<file path="src/rtl/clock_time_core.sv">
// rtl/clock_time_core.sv - HH:MM:SS timekeeping, time/alarm edit registers, 1 Hz prescaler and alarm ring
//
// Purpose:
//   Keeps the running clock, the edit copy used while the user sets the time,
//   and the alarm setting. It divides sys_clk down to a once-per-second tick
//   and drives the alarm ring output.
//
// Optional feature macro: ALARM_SNOOZE_EN (adds the snooze counter and the snooze_btn behaviour)
//
// Ports:
//   sys_clk, rst_n          clock, asynchronous active-low reset
//   display_mode[2:0]       UI state (0 display, 1/2 set time h/m, 3/4 set alarm h/m, 5-7 as 0)
//   inc_*_en                single-cycle increment pulses for edit and alarm fields
//   load_time_en            copy edit_hh:edit_mm into the running time, seconds and prescaler to 0
//   alarm_enable            level, arms the alarm compare
//   alarm_stop, snooze_btn  single-cycle pulses
//   time_hh/mm/ss           running time
//   edit_hh/mm              edit registers
//   alarm_hh/mm             alarm registers
//   sec_tick                registered one-cycle pulse per second
//   alarm_ring              registered level, high while ringing
module clock_time_core #(
  parameter int CLK_HZ         = 50000000,
  parameter int RING_SECONDS   = 60,
  parameter int SNOOZE_SECONDS = 300
) (
  input  logic       sys_clk,
  input  logic       rst_n,
  input  logic [2:0] display_mode,
  input  logic       inc_current_hours_en,
  input  logic       inc_current_minutes_en,
  input  logic       inc_alarm_hours_en,
  input  logic       inc_alarm_minutes_en,
  input  logic       load_time_en,
  input  logic       alarm_enable,
  input  logic       alarm_stop,
  input  logic       snooze_btn,
  output logic [4:0] time_hh,
  output logic [5:0] time_mm,
  output logic [5:0] time_ss,
  output logic [4:0] edit_hh,
  output logic [5:0] edit_mm,
  output logic [4:0] alarm_hh,
  output logic [5:0] alarm_mm,
  output logic       sec_tick,
  output logic       alarm_ring
);

  localparam int PW = (CLK_HZ > 1) ? $clog2(CLK_HZ) : 1;
  localparam int RW = (RING_SECONDS > 0) ? $clog2(RING_SECONDS + 1) : 1;
  localparam int SW = (SNOOZE_SECONDS > 0) ? $clog2(SNOOZE_SECONDS + 1) : 1;
  localparam logic [PW-1:0] PRESC_MAX = PW'(CLK_HZ - 1);

  function automatic logic [5:0] inc60(input logic [5:0] v);
    return (v >= 6'd59) ? 6'd0 : v + 6'd1;
  endfunction

  function automatic logic [4:0] inc24(input logic [4:0] v);
    return (v >= 5'd23) ? 5'd0 : v + 5'd1;
  endfunction

  logic [PW-1:0] presc_q, presc_d;
  logic          sec_tick_q, sec_tick_d;
  logic [4:0]    time_hh_q, time_hh_d;
  logic [5:0]    time_mm_q, time_mm_d;
  logic [5:0]    time_ss_q, time_ss_d;
  logic [4:0]    edit_hh_q, edit_hh_d;
  logic [5:0]    edit_mm_q, edit_mm_d;
  logic [4:0]    alarm_hh_q, alarm_hh_d;
  logic [5:0]    alarm_mm_q, alarm_mm_d;
  logic          alarm_ring_q, alarm_ring_d;
  logic [RW-1:0] ring_cnt_q, ring_cnt_d;

  logic wrap;
  logic tick;
  logic track_time;
  logic trigger;
  logic silence;
  logic snooze_press;
  logic snooze_fire;

  // A load wins over a coincident prescaler wrap, so that second is dropped.
  assign wrap       = (presc_q == PRESC_MAX);
  assign tick       = wrap && !load_time_en;
  assign track_time = (display_mode == 3'd0) || (display_mode > 3'd4);
  assign silence    = alarm_stop || !alarm_enable;

  // sec_tick_q marks that the previous edge was a real tick (loads never set it),
  // so the compare only fires when counting, not loading, reaches the alarm time.
  assign trigger = sec_tick_q && alarm_enable &&
                   (time_hh_q == alarm_hh_q) && (time_mm_q == alarm_mm_q) &&
                   (time_ss_q == 6'd0);

`ifdef ALARM_SNOOZE_EN
  logic [SW-1:0] snooze_cnt_q, snooze_cnt_d;

  assign snooze_press = snooze_btn && alarm_ring_q;
  assign snooze_fire  = tick && (snooze_cnt_q == SW'(1));

  always_comb begin
    snooze_cnt_d = snooze_cnt_q;
    if (silence) begin
      snooze_cnt_d = '0;
    end else if (snooze_press) begin
      snooze_cnt_d = SW'(SNOOZE_SECONDS);
    end else if (trigger) begin
      snooze_cnt_d = '0;
    end else if (tick && (snooze_cnt_q != '0)) begin
      snooze_cnt_d = snooze_cnt_q - SW'(1);
    end
  end

  always_ff @(posedge sys_clk or negedge rst_n) begin
    if (!rst_n) begin
      snooze_cnt_q <= '0;
    end else begin
      snooze_cnt_q <= snooze_cnt_d;
    end
  end
`else
  logic [SW:0] unused_snooze;
  assign unused_snooze = {snooze_btn, SW'(SNOOZE_SECONDS)};
  assign snooze_press  = 1'b0;
  assign snooze_fire   = 1'b0;
`endif

  always_comb begin
    presc_d    = wrap || load_time_en ? '0 : presc_q + PW'(1);
    sec_tick_d = tick;

    time_hh_d = time_hh_q;
    time_mm_d = time_mm_q;
    time_ss_d = time_ss_q;
    if (load_time_en) begin
      time_hh_d = edit_hh_q;
      time_mm_d = edit_mm_q;
      time_ss_d = 6'd0;
    end else if (tick) begin
      time_ss_d = inc60(time_ss_q);
      if (time_ss_q == 6'd59) begin
        time_mm_d = inc60(time_mm_q);
        if (time_mm_q == 6'd59) begin
          time_hh_d = inc24(time_hh_q);
        end
      end
    end

    // Edit registers shadow the running time in display mode, otherwise only the
    // inc pulses move them; hours and minutes wrap independently.
    edit_hh_d = edit_hh_q;
    edit_mm_d = edit_mm_q;
    if (track_time) begin
      edit_hh_d = time_hh_q;
      edit_mm_d = time_mm_q;
    end else begin
      if (inc_current_hours_en)   edit_hh_d = inc24(edit_hh_q);
      if (inc_current_minutes_en) edit_mm_d = inc60(edit_mm_q);
    end

    alarm_hh_d = inc_alarm_hours_en   ? inc24(alarm_hh_q) : alarm_hh_q;
    alarm_mm_d = inc_alarm_minutes_en ? inc60(alarm_mm_q) : alarm_mm_q;

    alarm_ring_d = alarm_ring_q;
    ring_cnt_d   = ring_cnt_q;
    if (silence || snooze_press) begin
      alarm_ring_d = 1'b0;
      ring_cnt_d   = '0;
    end else if (trigger || snooze_fire) begin
      alarm_ring_d = 1'b1;
      ring_cnt_d   = RW'(RING_SECONDS);
    end else if (alarm_ring_q && tick) begin
      if (ring_cnt_q <= RW'(1)) begin
        alarm_ring_d = 1'b0;
        ring_cnt_d   = '0;
      end else begin
        ring_cnt_d = ring_cnt_q - RW'(1);
      end
    end
  end

  always_ff @(posedge sys_clk or negedge rst_n) begin
    if (!rst_n) begin
      presc_q      <= '0;
      sec_tick_q   <= 1'b0;
      time_hh_q    <= '0;
      time_mm_q    <= '0;
      time_ss_q    <= '0;
      edit_hh_q    <= '0;
      edit_mm_q    <= '0;
      alarm_hh_q   <= '0;
      alarm_mm_q   <= '0;
      alarm_ring_q <= 1'b0;
      ring_cnt_q   <= '0;
    end else begin
      presc_q      <= presc_d;
      sec_tick_q   <= sec_tick_d;
      time_hh_q    <= time_hh_d;
      time_mm_q    <= time_mm_d;
      time_ss_q    <= time_ss_d;
      edit_hh_q    <= edit_hh_d;
      edit_mm_q    <= edit_mm_d;
      alarm_hh_q   <= alarm_hh_d;
      alarm_mm_q   <= alarm_mm_d;
      alarm_ring_q <= alarm_ring_d;
      ring_cnt_q   <= ring_cnt_d;
    end
  end

  assign time_hh    = time_hh_q;
  assign time_mm    = time_mm_q;
  assign time_ss    = time_ss_q;
  assign edit_hh    = edit_hh_q;
  assign edit_mm    = edit_mm_q;
  assign alarm_hh   = alarm_hh_q;
  assign alarm_mm   = alarm_mm_q;
  assign sec_tick   = sec_tick_q;
  assign alarm_ring = alarm_ring_q;

endmodule

</file>
<file path="config.mk">
export PLATFORM = sky130hd
export DESIGN_NAME = clock_time_core
export DESIGN_NICKNAME = d
export VERILOG_FILES = /design/src/rtl/clock_time_core.sv
export SDC_FILE = /design/constraint.sdc
export NUM_CORES = 1
export LEC_CHECK = 0
export ABC_AREA = 0
export CORE_UTILIZATION = 45
export CTS_CLUSTER_DIAMETER = 60
export DETAILED_ROUTE_END_ITERATION = 6
export MAX_ROUTING_LAYER = met4
export PLACE_DENSITY_LB_ADDON = 0.3
export SYNTH_ARGS = -nofsm -noshare
export SYNTH_HDL_FRONTEND = slang
export SYNTH_SLANG_ARGS = --single-unit
</file>
<file path="constraint.sdc">
create_clock -name sys_clk -period 7.66 [get_ports sys_clk]
set_clock_uncertainty 0.1 [all_clocks]
set_input_delay 1.532 -clock sys_clk [delete_from_list [all_inputs] [get_ports sys_clk]]
set_output_delay 1.532 -clock sys_clk [all_outputs]
set_load 0.1 [all_outputs]
</file>
==> flow_summary.json, run 1 <==
{
  "hp-start": "presc_q[0]$_DFF_PN0_",
  "die_area_sq_um": 9990,
  "layout-drive-gt1-share_pct": 4.27,
  "wire_length_of_the_first_global_routing_pass_mm": 17.3,
  "area_growth_syn_to_layout_pct": 17.7,
  "drt_iter0_drc": 172,
  "fin_hold_ws_ns": 0.391,
  "r2r.worst_path.cells": 5,
  "final_critical_path_setup_slack_ns": 3.70,
  "layout_commonest_cell": "dfrtp_1",
  "netlist_instances": 497,
  "syn-num-nets": 521,
  "multi_input_area_sq_um": 2320,
  "post_dr_vias_cell": 5.66,
  "post_synth_instance_area_sq_um": 4320,
  "period_needed_ns": 3.96,
  "postCtsResizedCells": 0,
  "place_hpwl_mm": 6.94,
  "timing.critical_path.from_type": "input port",
  "remaining_drc_errors": 0,
  "synth_top_cells_by_area": "dfrtp_1 (42%), xor2_1 (4.9%), o21ai_0 (4.6%)",
  "final-setup-viol-count": 0,
  "hold_path_class": "flip-flop to flip-flop",
  "cp_max_fo": 21,
  "area.sequential_sq_um": 1830,
  "grt_pass1_vias": 3615,
  "fill_cells": 870,
  "max_clock_freq_mhz": 253,
  "boundaryPins": 54,
  "die_w_um": 100,
  "grt_setup_unrepaired": "no",
  "fin_total_pwr_uw": 1550,
  "hold_end": "presc_q[0]$_DFF_PN0_",
  "post-place-ws_ns": 3.32,
  "slew_worst_pin_ns": 0.998,
  "postCtsSetupBuffers": 0,
  "final_weighted_congestion_in_routability_driven_placement": 0.833,
  "timing.rr.start": "presc_q[7]$_DFF_PN0_",
  "cts_num_sinks": 73,
  "placementRows": 35,
  "number_of_maximum_capacitance_violations": 0,
  "min_period_over_period_pct": 51.7,
  "cts_hold_repair_buffers": 0,
  "max-clock-path-buffers": 2,
  "setup.reg_to_reg.worst_slack_ns": 4.49,
  "asyncSetResetFlopFracSynth_pct": 100,
  "synth_edf_count": 0,
  "antenna-diode-count": 0,
  "post_synth.cell_area_avg_sq_um": 8.69,
  "grt_usage_pct": 22.3,
  "worst_ep_arrival_time_ns": 4.13,
  "grt_overflow_total": 0,
  "antenna_found_initial": 0,
  "yosys.area.top_type": "dfrtp_1",
  "dr_total_vias": 3778,
  "count_of_h_tree_levels_built_during_cts": 3,
  "die_height_um": 100,
  "cp-startpoint": "load_time_en",
  "slew_viol_final": 0,
  "synth_cell_types": 56,
  "crit_path_end_kind": "flip-flop",
  "wl_final_mm": 9.98,
  "worst_slew_margin_rel_pct": 33.3,
  "hold_viol": 0,
  "cts_inserted_buffers": 9,
  "power_density_nw_per_um2": 306,
  "status": "completed",
  "vdd_drop_max_mv": 0.361,
  "clk_root_buffer_cell": "clkbuf_8",
  "synthesis.yosys.warnings": 0,
  "worstSetupPathType": "input port to flip-flop",
  "finalSetupTns_ns": 0,
  "synth_sequential_area_ratio_pct": 42.3,
  "firstDrtPassIters": 4,
  "drt.antenna.violating_nets": 0,
  "clkTransAtPathRegs_ns": 0.08,
  "hold_depth": 1,
  "clk-insertion-delay-late_ns": 0.35,
  "tritoncts_clock_tree": "yes",
  "grt_max_degree": 74,
  "synth-seq-cells": 73,
  "port_buffers": 52,
  "core_sq_um": 9280,
  "fin_nets": 559,
  "most_frequent_cells_in_the_layout": "dfrtp_1 (73), clkdlybuf4s50_1 (51), nor2_1 (50), nand2_1 (43), o21ai_0 (40)",
  "worst_ep_required_time_ns": 7.84,
  "synth_largest_type_area_fraction_pct": 42.3,
  "initial_core_util_pct": 46.5,
  "most_used_dff_post_synth": "dfrtp_1",
  "detail_route.wl_per_cell_um": 14.9,
  "p_leak_uw": 0.00201,
  "regToRegEndpoint": "ring_cnt_q[2]$_DFFE_PN0P_"
}
registers in the layout, indices dropped and copies added, names as in the netlist, 5 cells and up:
name and count:
alarm_hh 5, alarm_mm 6, edit_hh 5, edit_mm 6
presc_q 26, ring_cnt_q 6, time_hh 5, time_mm 6
time_ss 6
cells by family (layout without fill, tap and decap cells):
logic type,count (synthesis),after routing,share of synthesized area [%]
XOR/XNOR,35,35,7.10
buffers and inverters,44,86,3.94
flip-flops,73,73,42.3
AND/OR/NAND/NOR,222,222,26.5
AO/OA/AOI/OAI,104,104,15.1
adder cells (fa/ha/maj),11,11,3.19
multiplexers,8,8,1.85
cells in the mapped netlist (all sizes together), types with 2 or more instances:
cell,number
mux2i,8
xor2,24
and4,2
o21ai,40
nand2b,10
o211ai,6
nor3b,3
nor4,10
and3,9
xnor2,11
or4,7
o21a,4
o2111ai,2
nand4,14
nand4b,3
clkbuf,21
a22o,2
o31ai,4
nand2,43
nand3b,3
o41ai,2
or2,3
nor2,50
a22oi,2
nor2b,4
a21oi,19
nor3,13
buf,5
ha,11
inv,17
dfrtp,73
or3,9
and2,3
nand3,33
a221oi,2
a31oi,7
metal layers:
| metal | track usage (%) | up-vias | routed length [um] |
|---|---|---|---|
| met4 | 9.28 | 0 | 205 |
| met1 | 29.4 | 1814 | 4730 |
| met5 | - | - | 0 |
| met3 | 2.37 | 21 | 290 |
| li1 | - | 1863 | - |
| met2 | 35.2 | 80 | 4760 |
critical path, cell delays in order:
cell	delay, ns
clkdlybuf4s50_1	0.78
inv_1	0.52
nand3_1	0.13
or4_1	0.56
or4_1	0.44
a31oi_1	0.16
worst max-delay path by stage:
| stage | endpoint | slack, ns |
|---|---|---|
| 6_report | ring_cnt_q[2]$_DFFE_PN0P_ | 3.70 |
| 5_1_grt | ring_cnt_q[4]$_DFFE_PN0P_ | 3.53 |
| 4_1_cts | ring_cnt_q[2]$_DFFE_PN0P_ | 3.72 |
| 3_5_place_dp | ring_cnt_q[2]$_DFFE_PN0P_ | 3.32 |
| 3_3_place_gp | ring_cnt_q[3]$_DFFE_PN0P_ | 3.38 |
| 2_1_floorplan | time_hh[4]$_DFFE_PN0P_ | 4.59 |
cell type report:
class	count	area share [%]
multi-input combinational	380	45.7
sequential	73	36.0
clock inverter	2	0.246
tap	129	3.18
clock buffer	13	3.32
inverter	18	1.33
timing repair buffer	53	10.3
stage by stage:
stage	cell area (sq um)	util [%]	std cells
floorplan	4320	-	497
global route	5080	54.7	668
CTS	5080	54.7	668
detailed placement	4900	52.8	653
finish	5080	54.7	668
global placement	4900	52.8	653
where the power goes:
group | internal, uW | switching (uW)
sequential | 439 | 123
clock | 142 | 141
combinational | 185 | 523
No activity file was read; power rests on OpenSTA's default activity.
==> run 2, diff against run 1 <==
Clock period 7.66 ns to 3.61 ns, I/O delays scaled along.
==> flow_summary.json, run 2 (same netlist as run 1, synthesis figures left out) <==
{
  "place_hpwl_mm": 6.94,
  "buffers_inverters_on_critical_path": 0,
  "min_period_over_period_pct": 87.1,
  "initial_core_util_pct": 46.5,
  "cp_cell_sequence": "or4b_1, or4_1, or4_1, or4_1, a31oi_1",
  "critical-path-max-stage-delay_ns": 0.70,
  "final-setup-viol-count": 0,
  "swShare_pct": 51.3,
  "worst_ep_arrival_time_ns": 3.31,
  "placementRows": 35,
  "hold_path_class": "input port to asynchronous set/reset pin",
  "slew_viol_final": 0,
  "final_core_util_pct": 53.8,
  "fill_cells": 920,
  "most_frequent_cells_in_the_layout": "dfrtp_1 (73), nor2_1 (50), nand2_1 (43), buf_4 (41), o21ai_0 (40)",
  "core_sq_um": 9280,
  "number_of_maximum_capacitance_violations": 0,
  "remaining_drc_errors": 0,
  "antenna-diode-count": 0,
  "grt_max_degree": 30,
  "setup.reg_to_reg.worst_slack_ns": 0.46,
  "cpLargestDelayFamily": "simple AND/OR/NAND/NOR gates",
  "r2r.worst_path.cells": 5,
  "grt_pass1_vias": 3568,
  "cts_num_sinks": 73,
  "sequentialPowerShare_pct": 37.0,
  "cp_max_fo": 8,
  "clk_root_buffer_cell": "clkbuf_8",
  "layout-drive-gt1-share_pct": 11.1,
  "drt.antenna.violating_nets": 0,
  "vdd_drop_max_mv": 0.646,
  "timing.rr.start": "presc_q[7]$_DFF_PN0_",
  "clockPowerShare_pct": 17.5,
  "hold_viol": 0,
  "clk-insertion-delay-late_ns": 0.34,
  "worst_slew_margin_rel_pct": 35.0,
  "area_growth_syn_to_layout_pct": 15.6,
  "cts_inserted_buffers": 9,
  "power_density_nw_per_um2": 645,
  "timing.critical_path.mode_cell": "or4_1",
  "port_buffers": 52,
  "wl_final_mm": 9.95,
  "wire_length_of_the_first_global_routing_pass_mm": 16.9,
  "layout_commonest_cell": "dfrtp_1",
  "cts_hold_repair_buffers": 0,
  "slew_worst_pin_ns": 0.972,
  "detail_route.wl_per_cell_um": 14.9,
  "power_switching_uw": 1650,
  "timing.critical_path.from_type": "flip-flop",
  "grt_usage_pct": 21.7,
  "p_int_uw": 1570,
  "postCtsSetupBuffers": 0,
  "fin_nets": 562,
  "count_of_h_tree_levels_built_during_cts": 3,
  "postCtsResizedCells": 0,
  "p_leak_uw": 0.00206,
  "clkTransAtPathRegs_ns": 0.07,
  "max-clock-path-buffers": 2,
  "antenna_found_initial": 0,
  "regToRegEndpoint": "ring_cnt_q[2]$_DFFE_PN0P_",
  "grt_overflow_total": 0,
  "largest_register_ffs": 26,
  "die_w_um": 100,
  "crit_path_end_kind": "flip-flop",
  "final_weighted_congestion_in_routability_driven_placement": 0.848,
  "finalSetupTns_ns": 0,
  "registers.top_by_ff_count": "presc_q",
  "die_area_sq_um": 9990,
  "max_clock_freq_mhz": 318,
  "period_needed_ns": 3.15,
  "die_height_um": 100,
  "boundaryPins": 54,
  "drt_iter0_drc": 226,
  "status": "completed",
  "slowest_stage": "or4_1",
  "worst_ep_required_time_ns": 3.77,
  "share_of_total_power_in_combinational_logic_pct": 45.4,
  "firstDrtPassIters": 5,
  "tritoncts_clock_tree": "yes",
  "post_dr_vias_cell": 5.70,
  "dr_total_vias": 3816,
  "worstSetupPathType": "flip-flop to flip-flop",
  "grt_setup_unrepaired": "no"
}
run 2: cell types whose count changed in the layout (fill, tap and decap cells not counted), sizes merged:
cell	before	now
buf	2	42
clkbuf	13	14
clkdlybuf4s50	51	14
clkinv	2	1
clkinvlp	1	0
run 2: through the flow:
stage	std cells	total power, uW	instance area, sq um	worst slack, ns	hold slack (ns)
2_1_floorplan	497	2320	4320	0.538	0.326
3_3_place_gp	656	2640	4830	0.523	0.371
3_5_place_dp	656	2670	4830	0.480	0.388
4_1_cts	670	3240	4990	0.487	0.329
5_1_grt	670	3380	4990	0.361	0.356
6_report	670	3220	4990	0.464	0.305
run 2: layout make-up:
type / instances / area, sq um / area share [%]
sequential: 73 / 1830 / 36.6
inverter: 18 / 67.6 / 1.35
multi-input combinational: 380 / 2320 / 46.5
timing repair buffer: 56 / 453 / 9.07
tap: 129 / 161 / 3.23
clock buffer: 14 / 163 / 3.26
run 2: routing by layer:
layer / up-vias / GRT usage (%) / part of all wire [%] / wire [um]
met5: - / - / 0 / 0
met3: 12 / 3.13 / 3.8 / 374
met2: 91 / 34.6 / 49 / 4910
met1: 1845 / 28.2 / 46 / 4540
met4: 0 / 8.03 / 1.2 / 124
li1: 1868 / - / - / -
run 2: power groups by stage:
stage	registers, uW	clock network, uW	logic [uW]
global placement	1200	0	1440
detailed placement	1210	0	1470
floorplan	1920	0	401
finish	1190	565	1460
global route	1220	614	1550
CTS	1190	584	1470
run 2: worst max-delay path by stage:
stage | from | endpoint | slack, ns | cells after the start
after floorplan | time_ss[1]$_DFFE_PN0P_ | time_hh[4]$_DFFE_PN0P_ | 0.54 | 6
after global placement | presc_q[7]$_DFF_PN0_ | ring_cnt_q[2]$_DFFE_PN0P_ | 0.52 | 5
after detailed placement | presc_q[7]$_DFF_PN0_ | ring_cnt_q[2]$_DFFE_PN0P_ | 0.48 | 5
after CTS | presc_q[7]$_DFF_PN0_ | ring_cnt_q[2]$_DFFE_PN0P_ | 0.49 | 5
after global routing | presc_q[7]$_DFF_PN0_ | ring_cnt_q[2]$_DFFE_PN0P_ | 0.36 | 5
final | presc_q[7]$_DFF_PN0_ | ring_cnt_q[2]$_DFFE_PN0P_ | 0.46 | 5
